### src/rtl/axi4_lite_regbank_slave_if.sv
// AXI4-Lite bus bundle for the register bank: AW/W/B write channels and AR/R read channels.
interface axi4_lite_regbank_slave_if #(
  parameter int unsigned DATA_WIDTH = 32,
  parameter int unsigned ADDRESS    = 32
);
  logic [ADDRESS-1:0]      S_AWADDR;
  logic                    S_AWVALID;
  logic                    S_AWREADY;
  logic [DATA_WIDTH-1:0]   S_WDATA;
  logic [DATA_WIDTH/8-1:0] S_WSTRB;
  logic                    S_WVALID;
  logic                    S_WREADY;
  logic [1:0]              S_BRESP;
  logic                    S_BVALID;
  logic                    S_BREADY;
  logic [ADDRESS-1:0]      S_ARADDR;
  logic                    S_ARVALID;
  logic                    S_ARREADY;
  logic [DATA_WIDTH-1:0]   S_RDATA;
  logic [1:0]              S_RRESP;
  logic                    S_RVALID;
  logic                    S_RREADY;

  modport master (
    output S_AWADDR, S_AWVALID, S_WDATA, S_WSTRB, S_WVALID, S_BREADY,
    output S_ARADDR, S_ARVALID, S_RREADY,
    input  S_AWREADY, S_WREADY, S_BRESP, S_BVALID,
    input  S_ARREADY, S_RDATA, S_RRESP, S_RVALID
  );

  modport slave (
    input  S_AWADDR, S_AWVALID, S_WDATA, S_WSTRB, S_WVALID, S_BREADY,
    input  S_ARADDR, S_ARVALID, S_RREADY,
    output S_AWREADY, S_WREADY, S_BRESP, S_BVALID,
    output S_ARREADY, S_RDATA, S_RRESP, S_RVALID
  );
endinterface

### src/rtl/axi4_lite_regbank_slave.sv
// AXI4-Lite register bank. Registers 0..NUM_REGS-2 are read/write with byte strobes,
// register NUM_REGS-1 reads STATUS_IN and rejects writes, register 0 drives CTRL_OUT.
// Write and read channels run independent two-state FSMs; every output is a flop.
module axi4_lite_regbank_slave #(
  parameter int unsigned DATA_WIDTH = 32,
  parameter int unsigned ADDRESS    = 32,
  parameter int unsigned NUM_REGS   = 16
) (
  input  logic                            ACLK,
  input  logic                            ARESET,
  axi4_lite_regbank_slave_if.slave        bus,
  input  logic [DATA_WIDTH-1:0]           STATUS_IN,
  output logic [DATA_WIDTH-1:0]           CTRL_OUT
);

  localparam int unsigned StrbW    = DATA_WIDTH / 8;
  localparam int unsigned AddrLsb  = $clog2(StrbW);
  localparam int unsigned IdxW     = $clog2(NUM_REGS);
  localparam int unsigned RangeLsb = AddrLsb + IdxW;
  localparam logic [IdxW-1:0] StatusIdx = IdxW'(NUM_REGS - 1);

  localparam logic [1:0] RespOkay   = 2'b00;
  localparam logic [1:0] RespSlverr = 2'b10;
  localparam logic [1:0] RespDecerr = 2'b11;

  typedef enum logic {StWIdle, StWResp} w_state_e;
  typedef enum logic {StRIdle, StRData} r_state_e;

  function automatic logic [IdxW-1:0] reg_idx(input logic [ADDRESS-1:0] addr);
    return addr[AddrLsb +: IdxW];
  endfunction

  // Any address bit above the register window set means out of range.
  function automatic logic in_range(input logic [ADDRESS-1:0] addr);
    return (addr >> RangeLsb) == '0;
  endfunction

  // Register storage excludes the status word, which has no backing flop.
  logic [DATA_WIDTH-1:0] regs_q [0:NUM_REGS-2];
  logic [DATA_WIDTH-1:0] regs_d [0:NUM_REGS-2];

  w_state_e              w_state_q, w_state_d;
  logic                  aw_held_q, aw_held_d;
  logic                  w_held_q, w_held_d;
  logic [ADDRESS-1:0]    awaddr_q, awaddr_d;
  logic [DATA_WIDTH-1:0] wdata_q, wdata_d;
  logic [StrbW-1:0]      wstrb_q, wstrb_d;
  logic                  awready_q, awready_d;
  logic                  wready_q, wready_d;
  logic                  bvalid_q, bvalid_d;
  logic [1:0]            bresp_q, bresp_d;

  r_state_e              r_state_q, r_state_d;
  logic                  arready_q, arready_d;
  logic                  rvalid_q, rvalid_d;
  logic [DATA_WIDTH-1:0] rdata_q, rdata_d;
  logic [1:0]            rresp_q, rresp_d;

  logic aw_hs, w_hs, ar_hs;

  assign aw_hs = bus.S_AWVALID & awready_q;
  assign w_hs  = bus.S_WVALID & wready_q;
  assign ar_hs = bus.S_ARVALID & arready_q;

  // Write channel: collect AW and W in any order, commit once both are held, then respond on B.
  always_comb begin
    w_state_d = w_state_q;
    aw_held_d = aw_held_q;
    w_held_d  = w_held_q;
    awaddr_d  = awaddr_q;
    wdata_d   = wdata_q;
    wstrb_d   = wstrb_q;
    awready_d = awready_q;
    wready_d  = wready_q;
    bvalid_d  = bvalid_q;
    bresp_d   = bresp_q;
    regs_d    = regs_q;

    case (w_state_q)
      StWIdle: begin
        if (aw_hs) begin
          awaddr_d  = bus.S_AWADDR;
          aw_held_d = 1'b1;
        end
        if (w_hs) begin
          wdata_d  = bus.S_WDATA;
          wstrb_d  = bus.S_WSTRB;
          w_held_d = 1'b1;
        end
        if (aw_held_d && w_held_d) begin
          if (!in_range(awaddr_d)) begin
            bresp_d = RespDecerr;
          end else if (reg_idx(awaddr_d) == StatusIdx) begin
            bresp_d = RespSlverr;
          end else begin
            bresp_d = RespOkay;
            for (int unsigned b = 0; b < StrbW; b++) begin
              if (wstrb_d[b]) begin
                regs_d[reg_idx(awaddr_d)][8*b +: 8] = wdata_d[8*b +: 8];
              end
            end
          end
          bvalid_d  = 1'b1;
          awready_d = 1'b0;
          wready_d  = 1'b0;
          aw_held_d = 1'b0;
          w_held_d  = 1'b0;
          w_state_d = StWResp;
        end else begin
          awready_d = !aw_held_d;
          wready_d  = !w_held_d;
        end
      end
      StWResp: begin
        if (bus.S_BREADY) begin
          bvalid_d  = 1'b0;
          awready_d = 1'b1;
          wready_d  = 1'b1;
          w_state_d = StWIdle;
        end
      end
      default: w_state_d = StWIdle;
    endcase
  end

  // Read channel: capture on AR handshake from pre-commit register state, hold R until accepted.
  always_comb begin
    r_state_d = r_state_q;
    arready_d = arready_q;
    rvalid_d  = rvalid_q;
    rdata_d   = rdata_q;
    rresp_d   = rresp_q;

    case (r_state_q)
      StRIdle: begin
        arready_d = 1'b1;
        if (ar_hs) begin
          if (!in_range(bus.S_ARADDR)) begin
            rdata_d = '0;
            rresp_d = RespDecerr;
          end else if (reg_idx(bus.S_ARADDR) == StatusIdx) begin
            rdata_d = STATUS_IN;
            rresp_d = RespOkay;
          end else begin
            rdata_d = regs_q[reg_idx(bus.S_ARADDR)];
            rresp_d = RespOkay;
          end
          rvalid_d  = 1'b1;
          arready_d = 1'b0;
          r_state_d = StRData;
        end
      end
      StRData: begin
        if (bus.S_RREADY) begin
          rvalid_d  = 1'b0;
          arready_d = 1'b1;
          r_state_d = StRIdle;
        end
      end
      default: r_state_d = StRIdle;
    endcase
  end

  // State registers with synchronous reset; reset drops any transaction in flight.
  always_ff @(posedge ACLK) begin
    if (ARESET) begin
      regs_q    <= '{default: '0};
      w_state_q <= StWIdle;
      aw_held_q <= 1'b0;
      w_held_q  <= 1'b0;
      awaddr_q  <= '0;
      wdata_q   <= '0;
      wstrb_q   <= '0;
      awready_q <= 1'b0;
      wready_q  <= 1'b0;
      bvalid_q  <= 1'b0;
      bresp_q   <= 2'b00;
      r_state_q <= StRIdle;
      arready_q <= 1'b0;
      rvalid_q  <= 1'b0;
      rdata_q   <= '0;
      rresp_q   <= 2'b00;
    end else begin
      regs_q    <= regs_d;
      w_state_q <= w_state_d;
      aw_held_q <= aw_held_d;
      w_held_q  <= w_held_d;
      awaddr_q  <= awaddr_d;
      wdata_q   <= wdata_d;
      wstrb_q   <= wstrb_d;
      awready_q <= awready_d;
      wready_q  <= wready_d;
      bvalid_q  <= bvalid_d;
      bresp_q   <= bresp_d;
      r_state_q <= r_state_d;
      arready_q <= arready_d;
      rvalid_q  <= rvalid_d;
      rdata_q   <= rdata_d;
      rresp_q   <= rresp_d;
    end
  end

  assign bus.S_AWREADY = awready_q;
  assign bus.S_WREADY  = wready_q;
  assign bus.S_BVALID  = bvalid_q;
  assign bus.S_BRESP   = bresp_q;
  assign bus.S_ARREADY = arready_q;
  assign bus.S_RVALID  = rvalid_q;
  assign bus.S_RDATA   = rdata_q;
  assign bus.S_RRESP   = rresp_q;
  assign CTRL_OUT      = regs_q[0];

endmodule

### src/flat_wrapper.sv
// flat-port wrapper written by rule: the top's interface ports become plain ports
module axi4_lite_regbank_slave_flat 
#(
  parameter int unsigned DATA_WIDTH = 32,
  parameter int unsigned ADDRESS    = 32,
  parameter int unsigned NUM_REGS   = 16
)
  (ACLK, ARESET, STATUS_IN, CTRL_OUT, bus_S_AWADDR, bus_S_AWVALID, bus_S_WDATA, bus_S_WSTRB, bus_S_WVALID, bus_S_BREADY, bus_S_ARADDR, bus_S_ARVALID, bus_S_RREADY, bus_S_AWREADY, bus_S_WREADY, bus_S_BRESP, bus_S_BVALID, bus_S_ARREADY, bus_S_RDATA, bus_S_RRESP, bus_S_RVALID);
  axi4_lite_regbank_slave_if #(.DATA_WIDTH(DATA_WIDTH), .ADDRESS(ADDRESS)) bus_i ();
  input  logic ACLK;
  input  logic ARESET;
  input  logic [DATA_WIDTH-1:0] STATUS_IN;
  output logic [DATA_WIDTH-1:0] CTRL_OUT;
  input wire logic [$bits(bus_i.S_AWADDR)-1:0] bus_S_AWADDR;
  input wire logic [$bits(bus_i.S_AWVALID)-1:0] bus_S_AWVALID;
  input wire logic [$bits(bus_i.S_WDATA)-1:0] bus_S_WDATA;
  input wire logic [$bits(bus_i.S_WSTRB)-1:0] bus_S_WSTRB;
  input wire logic [$bits(bus_i.S_WVALID)-1:0] bus_S_WVALID;
  input wire logic [$bits(bus_i.S_BREADY)-1:0] bus_S_BREADY;
  input wire logic [$bits(bus_i.S_ARADDR)-1:0] bus_S_ARADDR;
  input wire logic [$bits(bus_i.S_ARVALID)-1:0] bus_S_ARVALID;
  input wire logic [$bits(bus_i.S_RREADY)-1:0] bus_S_RREADY;
  output wire logic [$bits(bus_i.S_AWREADY)-1:0] bus_S_AWREADY;
  output wire logic [$bits(bus_i.S_WREADY)-1:0] bus_S_WREADY;
  output wire logic [$bits(bus_i.S_BRESP)-1:0] bus_S_BRESP;
  output wire logic [$bits(bus_i.S_BVALID)-1:0] bus_S_BVALID;
  output wire logic [$bits(bus_i.S_ARREADY)-1:0] bus_S_ARREADY;
  output wire logic [$bits(bus_i.S_RDATA)-1:0] bus_S_RDATA;
  output wire logic [$bits(bus_i.S_RRESP)-1:0] bus_S_RRESP;
  output wire logic [$bits(bus_i.S_RVALID)-1:0] bus_S_RVALID;
  assign bus_i.S_AWADDR = bus_S_AWADDR;
  assign bus_i.S_AWVALID = bus_S_AWVALID;
  assign bus_i.S_WDATA = bus_S_WDATA;
  assign bus_i.S_WSTRB = bus_S_WSTRB;
  assign bus_i.S_WVALID = bus_S_WVALID;
  assign bus_i.S_BREADY = bus_S_BREADY;
  assign bus_i.S_ARADDR = bus_S_ARADDR;
  assign bus_i.S_ARVALID = bus_S_ARVALID;
  assign bus_i.S_RREADY = bus_S_RREADY;
  assign bus_S_AWREADY = bus_i.S_AWREADY;
  assign bus_S_WREADY = bus_i.S_WREADY;
  assign bus_S_BRESP = bus_i.S_BRESP;
  assign bus_S_BVALID = bus_i.S_BVALID;
  assign bus_S_ARREADY = bus_i.S_ARREADY;
  assign bus_S_RDATA = bus_i.S_RDATA;
  assign bus_S_RRESP = bus_i.S_RRESP;
  assign bus_S_RVALID = bus_i.S_RVALID;
  axi4_lite_regbank_slave #(.DATA_WIDTH(DATA_WIDTH), .ADDRESS(ADDRESS), .NUM_REGS(NUM_REGS)) u_core (.ACLK(ACLK), .ARESET(ARESET), .bus(bus_i), .STATUS_IN(STATUS_IN), .CTRL_OUT(CTRL_OUT));
endmodule
### config.mk
export PLATFORM = sky130hd
export DESIGN_NAME = axi4_lite_regbank_slave_flat
export DESIGN_NICKNAME = d
export VERILOG_FILES = /design/src/rtl/axi4_lite_regbank_slave_if.sv /design/src/rtl/axi4_lite_regbank_slave.sv /design/src/flat_wrapper.sv
export SDC_FILE = /design/constraint.sdc
export NUM_CORES = 1
export LEC_CHECK = 0
export CAP_MARGIN = 20
export CORE_UTILIZATION = 45
export CTS_BUF_LIST = sky130_fd_sc_hd__clkbuf_4
export CTS_CLUSTER_SIZE = 8
export DETAILED_ROUTE_END_ITERATION = 10
export HOLD_SLACK_MARGIN = 0.02
export PLACE_DENSITY = 0.75
export SLEW_MARGIN = 20
export SYNTH_ARGS = -nofsm -noshare
export SYNTH_HDL_FRONTEND = slang
export SYNTH_SLANG_ARGS = --single-unit
### constraint.sdc
create_clock -name ACLK -period 2.9 [get_ports ACLK]
set_clock_uncertainty 0.05 [all_clocks]
set_input_delay 0.58 -clock ACLK [delete_from_list [all_inputs] [get_ports ACLK]]
set_output_delay 0.58 -clock ACLK [all_outputs]
set_load 0.05 [all_outputs]
# After elaboration in Yosys (flattened, before gate mapping)
# Cells that the tools add are included.
# word_totals
regBits	591
in_bits	139
output_inout_bits	73
word_cells	126
# classes
order_cmp	3
n_eq_ne	6
n_mux	68
bitwise_logic	8
n_reduce_logical	11
# op_table
op	n
$mux W480	16
$bwmux W480	4
$demux W32 S4	4
$mux W32	9
$bmux W32 S4	1
$logic_not A32 Y1	2
$mux W24	1
$mux W1	19
$mux W16	1
$pmux W1 S2	7
$ge A5 B5 Y1 const B	2
$not A4 Y5	2
$eq A4 B4 Y1 const B	2
$mux W4	2
$mux W8	1
$reduce_and A2 Y1	4
$mux W2	3
$lt A5 B1 Y1 const B	1
$ne A2 B1 Y1 const B	2
$ne A2 B2 Y1 const B	2
$reduce_and A4 Y1	1
$and A1 B1 Y1	3
$not A1 Y1	3
$logic_and A1 B1 Y1	2
$logic_not A1 Y1	2

# Depth between registers and ports, before layout
# depth
depth_word	28
mapped_depth	9
ltp_nobuf	5

# Worst setup path after synthesis
# Ideal clock, no wire load.
# synth_timing
path_kind	reg-to-reg
startpoint	reg u_core.wready_q (netlist: u_core.bus.S_WREADY)
endpoint	reg u_core.regs_q[158] in the netlist's numbering
setup_time_ns	0.072
arrival_ns	2.486
t_required_ns	2.778
slack_ns	0.293
stages_incl_launch_ff	8
n_path_buf	2
period_less_slack_ns	2.607
cell_sequence	dfxtp_1 > a21oi_1 > or3_1 > buf_6 > a2111oi_4 > and3_2 > buf_4 > mux2i_1
# synth_via
elab_chain_cells	22
word_cells_on_any_way	28
classes_between	mux (25); bitwise (1); reduce/logical (2)
# synth_rtl
element	line_no	rtl
start: declaration	axi4_lite_regbank_slave.sv:49	logic wready_q, wready_d;
start signal: assignment	axi4_lite_regbank_slave.sv:192	wready_q <= wready_d;
$and A1 B1 Y1 (*)	axi4_lite_regbank_slave.sv:62	assign w_hs = bus.S_WVALID & wready_q;
$mux W4	axi4_lite_regbank_slave.sv:85	if (w_hs) begin
$mux W4	axi4_lite_regbank_slave.sv:79	case (w_state_q)
$mux W480	axi4_lite_regbank_slave.sv:98	if (wstrb_d[b]) begin
$mux W480	axi4_lite_regbank_slave.sv:93	end else if (reg_idx(awaddr_d) == StatusIdx) begin
$mux W480	axi4_lite_regbank_slave.sv:91	if (!in_range(awaddr_d)) begin
$mux W480	axi4_lite_regbank_slave.sv:90	if (aw_held_d && w_held_d) begin
$mux W480	axi4_lite_regbank_slave.sv:79	
[... 6 more ...]	--	
$bwmux W480	axi4_lite_regbank_slave.sv:99	regs_d[reg_idx(awaddr_d)][8*b +: 8] = wdata_d[8*b +: 8];
$mux W480	axi4_lite_regbank_slave.sv:98	
$mux W480	axi4_lite_regbank_slave.sv:93	
$mux W480	axi4_lite_regbank_slave.sv:91	
$mux W480	axi4_lite_regbank_slave.sv:90	
$mux W480	axi4_lite_regbank_slave.sv:79	
$bwmux W480	axi4_lite_regbank_slave.sv:99	
$mux W480	axi4_lite_regbank_slave.sv:98	
end signal: assignment	axi4_lite_regbank_slave.sv:184	regs_q <= regs_d;
end: declaration	axi4_lite_regbank_slave.sv:39	logic [DATA_WIDTH-1:0] regs_q [0:NUM_REGS-2];
# Every way passes the cells marked *; elsewhere a longest branch is shown, timed or not. The select of a mux whose other input is x is not followed.
# A chain may end at the register's enable or synchronous reset.

# Worst setup path after layout
# layout_timing
startpoint	reg u_core.regs_q, in the netlist u_core.CTRL_OUT[6]
endpoint	out CTRL_OUT[6]
# layout_rtl
element	line_no	rtl
end: declaration	flat_wrapper.sv:13	output logic [DATA_WIDTH-1:0] CTRL_OUT;
# No word-level cell between the ends.

==> results.md <==
* Critical Path Start Type: register
* Number of synthesized flops with an enable pin at 0
* CTS tree: done
* Non-filler cells, final at 3,873
* Ports at 212
* Pwr dens at 518 nW/um^2
* Reg-to-reg startpoint: u_core.bus.S_AWREADY
* Filler instances at 5,311
* Crit path required time at 2.27 ns
* Max Slew Vio Count at 0
* Vias in the first global route at 21,913
* Largest net degree at the start of global routing at 144
* Sequential-to-total area share from yosys stat at between 40% and 50%
* First drt pass iteration count at 5
* Root buf cell: clkbuf_4
* Die ar. at 63,500 um^2
* Global-route wire length before repair at 121 mm
* Clk slew on worst S/H paths at roughly 0.070 ns
* Worst Reg2Reg Path Length in Cells at 6
* Crit path DAT at about 2.2 ns
* Final setup violation count at 0
* Primary FF master, synth: dfxtp_1
* CTS buffer count at 155
* Critical Path End Type: primary output
* Peak supply drop at 0.000346 V
* Crit Path Max Fanout at 3
* Post-Place Worst Slack at -0.399 ns
* CP top delay family: buffers and inverters
* I/O Buffers at 207
* Peak Freq at ~360 MHz
* Min-Delay Path Class: in2reg
* Tcrit/Tclk final at a little over nine tenths
* Final WS setup at between 0.09 and 0.1 ns
* Row count at 91
* Core area at 61,700 um^2
* Mapped Nets at approximately 2,800
* Number of synthesized register bits at between 500 and 600
* Final Hold Vio Count at 0
* Clock tree buffer depth at 3
* Final-stage net count at 3,053
* Insertion delay to the later sink of the worst-skew pair at 1.00 ns
* Crit path kind: reg2out
* Post-synthesis cell type count at 58
* Total number of vias at 21,070
* Register area at approximately 12,000 um^2
* Setup_tns at 0 ns
* Synth warn at 0
* CP Cell Sequence: clkdlybuf4s50_1
* P_leak at about 15 nW
* Synthesized cell area at 28,100 um^2
* Initial DRC count at roughly 1,200
* Post-synthesis async set-or-reset flop share at 0%
* Syn Inst Count at about 2,600
* Final instance area at approximately 34,000 um^2
* Hold Path Stages at 3
* Htree depth at 4
* Die H at roughly 250 um
* WP buf/inv at 1
* Min-Delay Startpoint: bus_S_WDATA[16]
* Synth top area share at 42.0%
* Layout area overhead at 19.2%
* GRT overflow at 0
* Final HPWL from detailed placement at 52.2 mm
* Tot GR Track Use at 24.4%
* Multi-input gate area at ~15,000 um^2
* Fin Hold WS at about 0.13 ns
* Dpl cells at 3,591
* Die width at ~250 um
* WL per Instance at 20.0 um
* Clock sink total at 590
* Worst Hold Path EP: u_core.wdata_q[16]
* Placed Area at approximately 31,000 um^2
* Outcome: complete, no violations
* Most common cell after layout, fill and taps aside: dfxtp_1
* RD Place Congestion at 0.833
* Final wirelength at 77.7 mm
* Synth area leader: dfxtp_1
* Initial antenna violation count at 4
* Shortest period the worst path allows at about 2.8 ns
* Syn avg cell area at ~11 um^2
* Layout cell share with drive strength beyond 1 at 20.2%
* Starting Density at a little under half
* FF-to-FF End: u_core.regs_q[61]
* Top post-synthesis cells by area: dfxtp_1 42%, mux2i_1 20%, nand2b_1 10%
* Routed Antenna Nets at 0
* Max stage delay on crit path at 0.82 ns
* Slew at the pin with the worst max-slew slack at 0.817 ns
* Most frequent cells in the layout: 590 x dfxtp_1, 559 x mux2i_1, 454 x nand2b_1
* Max-capacitance violation count at 0
* Post-route DRC at 0
* Slew HR at 45.4%
* Critical-path top delay cell: clkdlybuf4s50_1
* Vias/cell at approximately 5.4
* R2r setup slk at 0.27 ns
[worst max-delay path by stage]
stage	cells after the start	endpoint	startpoint	slack, ns
floorplan	7	u_core.regs_q[158]	u_core.bus.S_WREADY	0.29
detailed placement	7	u_core.regs_q[61]	bus_S_AWVALID	-0.40
finish	1	CTRL_OUT[6]	u_core.CTRL_OUT[6]	0.1
CTS	1	CTRL_OUT[6]	u_core.CTRL_OUT[6]	0.0001
global placement	7	u_core.regs_q[56]	bus_S_AWVALID	-0.39
global route	1	CTRL_OUT[6]	u_core.CTRL_OUT[6]	-0.005
[cell type report]
| class | instances | area share [%] |
|---|---|---|
| clock inverters | 52 | 0.978 |
| clock buffers | 224 | 5.02 |
| diodes | 3 | 0.0224 |
| repair buffers | 345 | 10.9 |
| inverters | 1 | 0.0112 |
| flip-flops and latches | 590 | 35.3 |
| multi-input cells | 1821 | 44.7 |
| well taps | 837 | 3.13 |
[cells by family after synthesis]
| group | Yosys count | synth area share (%) |
|---|---|---|
| and+or+nand+nor | 932 | 20.2 |
| muxes | 667 | 27.2 |
| DFF | 590 | 42.0 |
| buffers and inverters | 229 | 4.85 |
| AOI/OAI and AO/OA | 222 | 5.74 |
[Yosys cell counts, types with 3 or more instances]
| master | n |
|---|---|
| or2b_2 | 25 |
| nand2b_1 | 454 |
| buf_1 | 12 |
| or2_2 | 6 |
| a21o_1 | 15 |
| nand3b_1 | 5 |
| nand4_4 | 10 |
| nor4_1 | 18 |
| buf_2 | 24 |
| buf_4 | 38 |
| o21ai_0 | 7 |
| mux2i_1 | 559 |
| nand3_2 | 14 |
| buf_6 | 4 |
| nand3_4 | 30 |
| mux2_2 | 32 |
| dfxtp_1 | 590 |
| a211oi_1 | 5 |
| a21oi_1 | 81 |
| nand3_1 | 3 |
| nor2b_1 | 3 |
| and3_2 | 3 |
| clkbuf_1 | 120 |
| mux4_2 | 74 |
| a21o_2 | 17 |
| nand2_1 | 266 |
| or2b_1 | 10 |
| o211ai_1 | 7 |
| nor2_1 | 59 |
| clkbuf_8 | 25 |
| nand4_1 | 7 |
| nor3_1 | 6 |
| o221ai_1 | 77 |
| and2_1 | 3 |
[flip-flops by register name (all words and copies together), names as in the netlist]
register              cells
u_core.w_held_q           1
u_core.r_state_q          1
u_core.wdata_q           32
u_core.bus.S_RDATA       32
u_core.wstrb_q            4
u_core.bus.S_RVALID       1
u_core.w_state_q          1
u_core.awaddr_q          30
u_core.bus.S_ARREADY      1
u_core.bus.S_RRESP        1
u_core.CTRL_OUT          32
u_core.bus.S_WREADY       1
u_core.bus.S_AWREADY      1
u_core.aw_held_q          1
u_core.bus.S_BRESP        2
u_core.bus.S_BVALID       1
u_core.regs_q           448
[timing repair]
action | CTS | global route
setup buffers | 0 | 0
gates resized for setup | 33 | 2
endpoints found under the setup margin | 32 | 2
hold buffers | 3 | 0
endpoints found under the hold margin | 31 | 0
[metrics by stage]
| stage | total power [mW] | utilization [%] |
|---|---|---|
| after floorplan | 9.38 | - |
| after global placement | 10.0 | 51.0 |
| after detailed placement | 10.1 | 51.0 |
| after CTS | 17.5 | 54.3 |
| after global routing | 18.0 | 54.3 |
| final | 17.3 | 54.3 |
[per-layer routing]
metal | up-vias | global-route usage, % | part of all wire [%]
met2 | 592 | 41.5 | 49
met4 | 2 | 9.14 | 2.6
met1 | 10467 | 30.2 | 43
met3 | 148 | 5.16 | 5.1
met5 | - | 0 | 0.0090
li1 | 9861 | - | -
[power by group]
group / total (mW) / leakage (nW) / internal, mW / switching, mW
registers: 8.21 / 4.76 / 8.16 / 0.0453
logic: 1.68 / 9.08 / 0.695 / 0.990
clock network: 7.45 / 1.19 / 3.92 / 3.53
Power figures use the tool's default switching activity.
